===== src/rtl/instr_encode_loader_if.sv =====
// Token/write bus bundle for the instruction encoder-loader.
// Carries the symbolic token handshake (in_*) and the instruction-memory write port (im_*).
// The loader drives in_ready and the im_* write signals; the token producer drives the in_* fields.
//
// Ports (signals):
//   in_valid/in_ready      token handshake, transfer when both high
//   in_kind/rs/rt/rd/imm/target  symbolic token fields
//   im_we/im_addr/im_wdata instruction-memory write strobe, word address and data
interface instr_encode_loader_if #(
  parameter int ADDR_W = 6
);
  logic              in_valid;
  logic              in_ready;
  logic [3:0]        in_kind;
  logic [4:0]        in_rs;
  logic [4:0]        in_rt;
  logic [4:0]        in_rd;
  logic [15:0]       in_imm;
  logic [25:0]       in_target;
  logic              im_we;
  logic [ADDR_W-1:0] im_addr;
  logic [31:0]       im_wdata;

  // Loader side: consumes tokens, produces memory writes.
  modport slave (
    input  in_valid, in_kind, in_rs, in_rt, in_rd, in_imm, in_target,
    output in_ready, im_we, im_addr, im_wdata
  );

  // Producer side: drives tokens, observes writes.
  modport master (
    output in_valid, in_kind, in_rs, in_rt, in_rd, in_imm, in_target,
    input  in_ready, im_we, im_addr, im_wdata
  );
endinterface


===== src/rtl/instr_encode_loader.sv =====
// Encodes symbolic MIPS tokens and writes them sequentially into instruction memory.
// Latency: token accepted at edge N -> im_we/im_addr/im_wdata valid during cycle N+1.
// Backpressure: in_ready low outside LOAD, when full, and in the start cycle.
//
// Ports:
//   clk, rst_n        clock (rising edge), asynchronous active-low reset
//   start, finish     one-cycle session control pulses
//   bus (slave)       token handshake in, instruction-memory write port out
//   count             words written this session (0..DEPTH)
//   full, busy, done  count==DEPTH, state==LOAD, state==DONE
//   err_illegal       sticky flag: an illegal kind was consumed
module instr_encode_loader #(
  parameter int ADDR_W    = 6,
  parameter int BASE_ADDR = 0
) (
  input  logic              clk,
  input  logic              rst_n,
  input  logic              start,
  input  logic              finish,
  instr_encode_loader_if.slave bus,
  output logic [ADDR_W:0]   count,
  output logic              full,
  output logic              busy,
  output logic              done,
  output logic              err_illegal
);

  localparam logic [ADDR_W:0]   DEPTH = {1'b1, {ADDR_W{1'b0}}};
  localparam logic [ADDR_W-1:0] BASE  = ADDR_W'(BASE_ADDR);

  typedef enum logic [1:0] {
    IDLE = 2'd0,
    LOAD = 2'd1,
    DONE = 2'd2
  } state_t;

  state_t            state_q;
  logic [ADDR_W-1:0] ptr_q;
  logic [ADDR_W:0]   count_q;
  logic              err_q;
  logic              we_q;
  logic [ADDR_W-1:0] addr_q;
  logic [31:0]       wdata_q;

  logic        in_ready;
  logic        accept;
  logic        legal_d;
  logic [31:0] word_d;

  assign full     = (count_q == DEPTH);
  assign busy     = (state_q == LOAD);
  assign done     = (state_q == DONE);
  assign in_ready = busy & ~full & ~start;
  assign accept   = bus.in_valid & in_ready;

  assign bus.in_ready = in_ready;
  assign bus.im_we    = we_q;
  assign bus.im_addr  = addr_q;
  assign bus.im_wdata = wdata_q;
  assign count        = count_q;
  assign err_illegal  = err_q;

  // Token -> 32-bit MIPS word; fields unused by a format are ignored.
  always_comb begin
    legal_d = 1'b1;
    word_d  = 32'h0;
    case (bus.in_kind)
      4'd0: word_d = {6'b000000, bus.in_rs, bus.in_rt, bus.in_rd, 5'b0, 6'b100000}; // ADD
      4'd1: word_d = {6'b000000, bus.in_rs, bus.in_rt, bus.in_rd, 5'b0, 6'b100010}; // SUB
      4'd2: word_d = {6'b000000, bus.in_rs, bus.in_rt, bus.in_rd, 5'b0, 6'b100100}; // AND
      4'd3: word_d = {6'b000000, bus.in_rs, bus.in_rt, bus.in_rd, 5'b0, 6'b100101}; // OR
      4'd4: word_d = {6'b000000, bus.in_rs, bus.in_rt, bus.in_rd, 5'b0, 6'b101010}; // SLT
      4'd5: word_d = {6'b100011, bus.in_rs, bus.in_rt, bus.in_imm};                 // LW
      4'd6: word_d = {6'b101011, bus.in_rs, bus.in_rt, bus.in_imm};                 // SW
      4'd7: word_d = {6'b001000, bus.in_rs, bus.in_rt, bus.in_imm};                 // ADDI
      4'd8: word_d = {6'b000111, bus.in_rs, bus.in_rt, bus.in_imm};                 // BR
      4'd9: word_d = {6'b000010, bus.in_target};                                    // J
      default: legal_d = 1'b0;
    endcase
  end

  always_ff @(posedge clk or negedge rst_n) begin
    if (!rst_n) begin
      state_q <= IDLE;
      ptr_q   <= BASE;
      count_q <= '0;
      err_q   <= 1'b0;
      we_q    <= 1'b0;
      addr_q  <= BASE;
      wdata_q <= 32'h0;
    end else begin
      we_q <= 1'b0;
      if (start) begin
        // Start is honoured in every state and restarts an active session.
        state_q <= LOAD;
        ptr_q   <= BASE;
        count_q <= '0;
        err_q   <= 1'b0;
      end else if (state_q == LOAD) begin
        if (accept) begin
          if (legal_d) begin
            we_q    <= 1'b1;
            addr_q  <= ptr_q;
            wdata_q <= word_d;
            ptr_q   <= ptr_q + 1'b1;   // natural wrap modulo DEPTH
            count_q <= count_q + 1'b1;
          end else begin
            err_q <= 1'b1;             // illegal token is consumed, nothing written
          end
        end
        // full and accept are exclusive, so the last write has already issued.
        if (finish || full) begin
          state_q <= DONE;
        end
      end
    end
  end

endmodule


===== src/flat_wrapper.sv =====
// flat-port wrapper written by rule: the top's interface ports become plain ports
module instr_encode_loader_flat 
#(
  parameter int ADDR_W    = 6,
  parameter int BASE_ADDR = 0
)
  (clk, rst_n, start, finish, count, full, busy, done, err_illegal, bus_in_valid, bus_in_kind, bus_in_rs, bus_in_rt, bus_in_rd, bus_in_imm, bus_in_target, bus_in_ready, bus_im_we, bus_im_addr, bus_im_wdata);
  instr_encode_loader_if #(.ADDR_W(ADDR_W)) bus_i ();
  input  logic clk;
  input  logic rst_n;
  input  logic start;
  input  logic finish;
  output logic [ADDR_W:0] count;
  output logic full;
  output logic busy;
  output logic done;
  output logic err_illegal;
  input wire logic [$bits(bus_i.in_valid)-1:0] bus_in_valid;
  input wire logic [$bits(bus_i.in_kind)-1:0] bus_in_kind;
  input wire logic [$bits(bus_i.in_rs)-1:0] bus_in_rs;
  input wire logic [$bits(bus_i.in_rt)-1:0] bus_in_rt;
  input wire logic [$bits(bus_i.in_rd)-1:0] bus_in_rd;
  input wire logic [$bits(bus_i.in_imm)-1:0] bus_in_imm;
  input wire logic [$bits(bus_i.in_target)-1:0] bus_in_target;
  output wire logic [$bits(bus_i.in_ready)-1:0] bus_in_ready;
  output wire logic [$bits(bus_i.im_we)-1:0] bus_im_we;
  output wire logic [$bits(bus_i.im_addr)-1:0] bus_im_addr;
  output wire logic [$bits(bus_i.im_wdata)-1:0] bus_im_wdata;
  assign bus_i.in_valid = bus_in_valid;
  assign bus_i.in_kind = bus_in_kind;
  assign bus_i.in_rs = bus_in_rs;
  assign bus_i.in_rt = bus_in_rt;
  assign bus_i.in_rd = bus_in_rd;
  assign bus_i.in_imm = bus_in_imm;
  assign bus_i.in_target = bus_in_target;
  assign bus_in_ready = bus_i.in_ready;
  assign bus_im_we = bus_i.im_we;
  assign bus_im_addr = bus_i.im_addr;
  assign bus_im_wdata = bus_i.im_wdata;
  instr_encode_loader #(.ADDR_W(ADDR_W), .BASE_ADDR(BASE_ADDR)) u_core (.clk(clk), .rst_n(rst_n), .start(start), .finish(finish), .bus(bus_i), .count(count), .full(full), .busy(busy), .done(done), .err_illegal(err_illegal));
endmodule

===== config.mk =====
export PLATFORM = sky130hd
export DESIGN_NAME = instr_encode_loader_flat
export DESIGN_NICKNAME = d
export VERILOG_FILES = /design/src/rtl/instr_encode_loader_if.sv /design/src/rtl/instr_encode_loader.sv /design/src/flat_wrapper.sv
export SDC_FILE = /design/constraint.sdc
export NUM_CORES = 1
export LEC_CHECK = 0
export ABC_AREA = 0
export BUFFER_PORTS_ARGS = -buffer_cell sky130_fd_sc_hd__buf_4
export CORE_AREA = 2 2 78 80
export CTS_BUF_LIST = sky130_fd_sc_hd__clkbuf_4
export DETAILED_ROUTE_END_ITERATION = 12
export DIE_AREA = 0 0 80 82
export GPL_TIMING_DRIVEN = 0
export HOLD_SLACK_MARGIN = 0.12
export PLACE_DENSITY = 0.8
export SLEW_MARGIN = 40
export SYNTH_ARGS = -nofsm -noshare
export SYNTH_HDL_FRONTEND = slang
export SYNTH_SLANG_ARGS = --single-unit

===== constraint.sdc =====
create_clock -name clk -period 4.7 [get_ports clk]
set_input_delay 0.94 -clock clk [delete_from_list [all_inputs] [get_ports clk]]
set_output_delay 0.94 -clock clk [all_outputs]
set_load 0.02 [all_outputs]

==> flow_summary_export.csv <==
group,metric,value,unit
status,status,"completed",
route,wirelength,7500,um
die,row_count,28,
route,wl_met3,388,um
setup_path,worstPathCellList,"or4_1, buf_2, nor2_1, nor3b_1, buf_4",
die,die_y,82,um
yosys,syn_inst,286,
placement,globalplace.congestion,0.822,
clocking,root_buffer,"clkbuf_4",
yosys,synth_edf_count,0,
yosys,synth_area_per_cell,9.40,um2
clocking,htree_levels,2,
setup_path,worst_r2r_path_depth,7,
sta,fin_crit,2990,ps
sta,finClkSkew,10.5,ps
route,dr_wl_met2,3900,um
sta,max_freq,335,MHz
placement,dp_slack,1980,ps
die,core,0.00575,mm2
route,dr.max_layer_used,"met4",
sta,rsz0062_at_grt,"false",
clocking,postCtsSetupBuffers,0,
sta,slew_headroom,0.485,
pwr,p_per_area,327,mW/mm2
clocking,cts_resized,0,
die,start_util,0.468,
sta,post-route-period-util,0.636,
yosys,seq_area_frac_synth,0.503,
placement,dp_hpwl,5690,um
placement,portBuffers,114,
setup_path,worst_ep_arrival_time,2050,ps
final_layout,diodes,0,
sta,drv_slew,0,
final_layout,area_growth,37.3,%
sta,totalNegativeSetupSlack,0,ps
route,ant_nets,0,
clocking,postCtsHoldBufs,0,
sta,holdWs,498,ps
final_layout,final_net_count,476,
clocking,cts_buffers,5,
clocking,clk_pin_slew,140,ps
setup_path,crit_cells,5,
clocking,clk_path_buf_depth,2,
pwr,ir_worst_vdd,198,uV
yosys,yosys_register_bits,54,
clocking,clock_sinks,54,
setup_path,slowest_delay,550,ps
setup_path,cp_max_fo,6,
die,dieArea,0.00656,mm2
setup_path,critPathBufInv,2,
global_routing,grtUsageTotal,0.226,
route,drt-vias-per-instance,5.51,
route,met1Wirelength,3080,um
setup_path,critPathTopFamily,"simple AND/OR/NAND/NOR gates",
final_layout,stdcell_count,482,
route,drt_iter0_markers,163,
yosys,yosys_most_used_dff,"dfrtp_1",
sta,setup_viol,0,
route,drt_pass1_iterations,5,
route,drt-wirelength-per-cell,15.6,um
clocking,cts_tree,"done",
final_layout,drive_gt1_frac,0.349,
route,drc_errors,0,
global_routing,grt_pass1_vias,2479,
die,chipWidth,80,um
min_path,hold_class,"flop to flop",
yosys,ys_types,45,
sta,hold_viol_final,0,
setup_path,setup.worst_path.class,"flop to output pin",
yosys,synth_area,0.00269,mm2
setup_path,worstSetupEndpointType,"output pin",
yosys,mappedNetlistNets,355,
yosys,synthArstFlopShare,1.00,
pwr,cellLeakagePower,0.00176,uW
global_routing,grt_pass1_wl,11600,um
placement,numPlacedInstances,475,
run,maxCapViolations,0,
sta,worstMarginPinSlew,767,ps
clocking,clk_latency,370,ps
yosys,ys_warn_count,0,
route,vias,2654,
global_routing,grt_antenna_before_repair,0,
die,io-pin-count,117,
sta,final.setup.worst_slack,1710,ps
setup_path,cp-start-kind,"flop",
global_routing,grt_max_degree,55,
min_path,worstHoldPathCells,2,
setup_path,cp.required,3760,ps
setup_path,slowest_stage,"or4_1",
global_routing,gr-total-overflow,0,
-- per-layer routing --
| layer | vias to the layer above | track usage |
|---|---|---|
| met5 | - | 0 |
| met4 | 0 | 0.0966 |
| met3 | 13 | 0.0286 |
| met2 | 97 | 0.367 |
| met1 | 1277 | 0.306 |
| li1 | 1267 | - |
-- worst reg2reg max path, cell delays in order (launching register included) --
cell and delay [ps]:
dfrtp_1 460, or4_1 550, buf_2 190, o211ai_4 240, inv_2 120, buf_2 210, nor2_1 110, nor2_1 50
-- power by group --
group / switching, uW / leakage [uW] / internal (uW) / total, uW
clock: 140 / 0.0000322 / 68.4 / 208
sequential: 44.0 / 0.000679 / 538 / 582
combinational: 228 / 0.00105 / 188 / 416
-- cells in the final DEF, fill, tap and decap left out, drive strengths merged, types with 4 or more instances in the layout --
cell type	instances
a21oi	26
dfrtp	54
clkbuf	13
nor2b	4
nor2	47
or4	4
o21ai	17
a221oi	17
buf	127
nand3	8
inv	8
o31ai	4
a222oi	6
nand2b	4
or3	6
nand2	32
-- synth_stat cells (2+ instances only) --
library cell  count  area share
dfrtp_1          54        0.50
nor2_1           47       0.066
nand2_1          32       0.045
a21oi_1          26       0.048
a221oi_1         17       0.055
o21ai_1          12       0.022
buf_2             8       0.015
nand3_1           8       0.015
inv_1             7      0.0098
a222oi_1          6       0.022
clkbuf_1          6      0.0084
or3_1             6       0.014
nand2b_1          4      0.0093
nor2b_1           4      0.0093
o21ai_0           4      0.0074
o31ai_1           4       0.011
or4_1             4       0.011
buf_4             3      0.0084
ha_1              3       0.014
and3b_1           2      0.0065
mux2i_1           2      0.0074
nor3b_1           2      0.0056
o211ai_4          2       0.016
o32a_1            2      0.0074
-- kinds of logic (layout without fill, tap and decap cells) --
| logic type | Yosys count | count (layout) | share of synthesized area |
|---|---|---|---|
| simple gates | 114 | 114 | 0.197 |
| mux | 3 | 3 | 0.0116 |
| buf+inv | 27 | 148 | 0.0484 |
| other cells | 1 | 1 | 0.00139 |
| flops | 54 | 54 | 0.503 |
| fa+ha+maj | 3 | 3 | 0.0140 |
| compound gates | 83 | 83 | 0.222 |
| xor+xnor | 1 | 1 | 0.00326 |
-- flip-flops by register name, indices dropped and copies added, names as in the netlist --
register and cells:
u_core.bus.im_we 1, u_core.bus.im_wdata 31, u_core.ptr_q 6, u_core.err_illegal 1, u_core.bus.im_addr 6, u_core.state_q 2
u_core.count 7
-- per-stage QoR --
step / util / power (uW) / instance area, um2
global route: 0.642 / 1270 / 3690
floorplan: - / 799 / 2690
finish: 0.642 / 1210 / 3690
detailed placement: 0.633 / 1010 / 3640
global placement: 0.633 / 1000 / 3640
CTS: 0.642 / 1210 / 3690
-- final timing paths --
| check | startpoint | endpoint | slack [ps] |
|---|---|---|---|
| hold reg to reg | u_core.bus.im_addr[5] | u_core.bus.im_addr[5] | 500 |
| min in group asynchronous | rst_n | u_core.count[5] | 580 |
| setup / recovery | u_core.count[3] | bus_in_ready | 1710 |
| hold / removal | u_core.bus.im_addr[5] | u_core.bus.im_addr[5] | 500 |
| setup reg to reg | u_core.count[3] | u_core.bus.im_wdata[18] | 2670 |
| max in group asynchronous | rst_n | u_core.bus.im_wdata[17] | 3670 |
-- layout make-up --
class	instances	area, um2
buffer	19	100
timing repair buffer	114	856
tap	75	93.8
multi-input combinational	205	1210
sequential	54	1350
fill	517	2050
inverter	8	30.0
clock buffer	7	52.6
(Power assumes the default switching activity.)
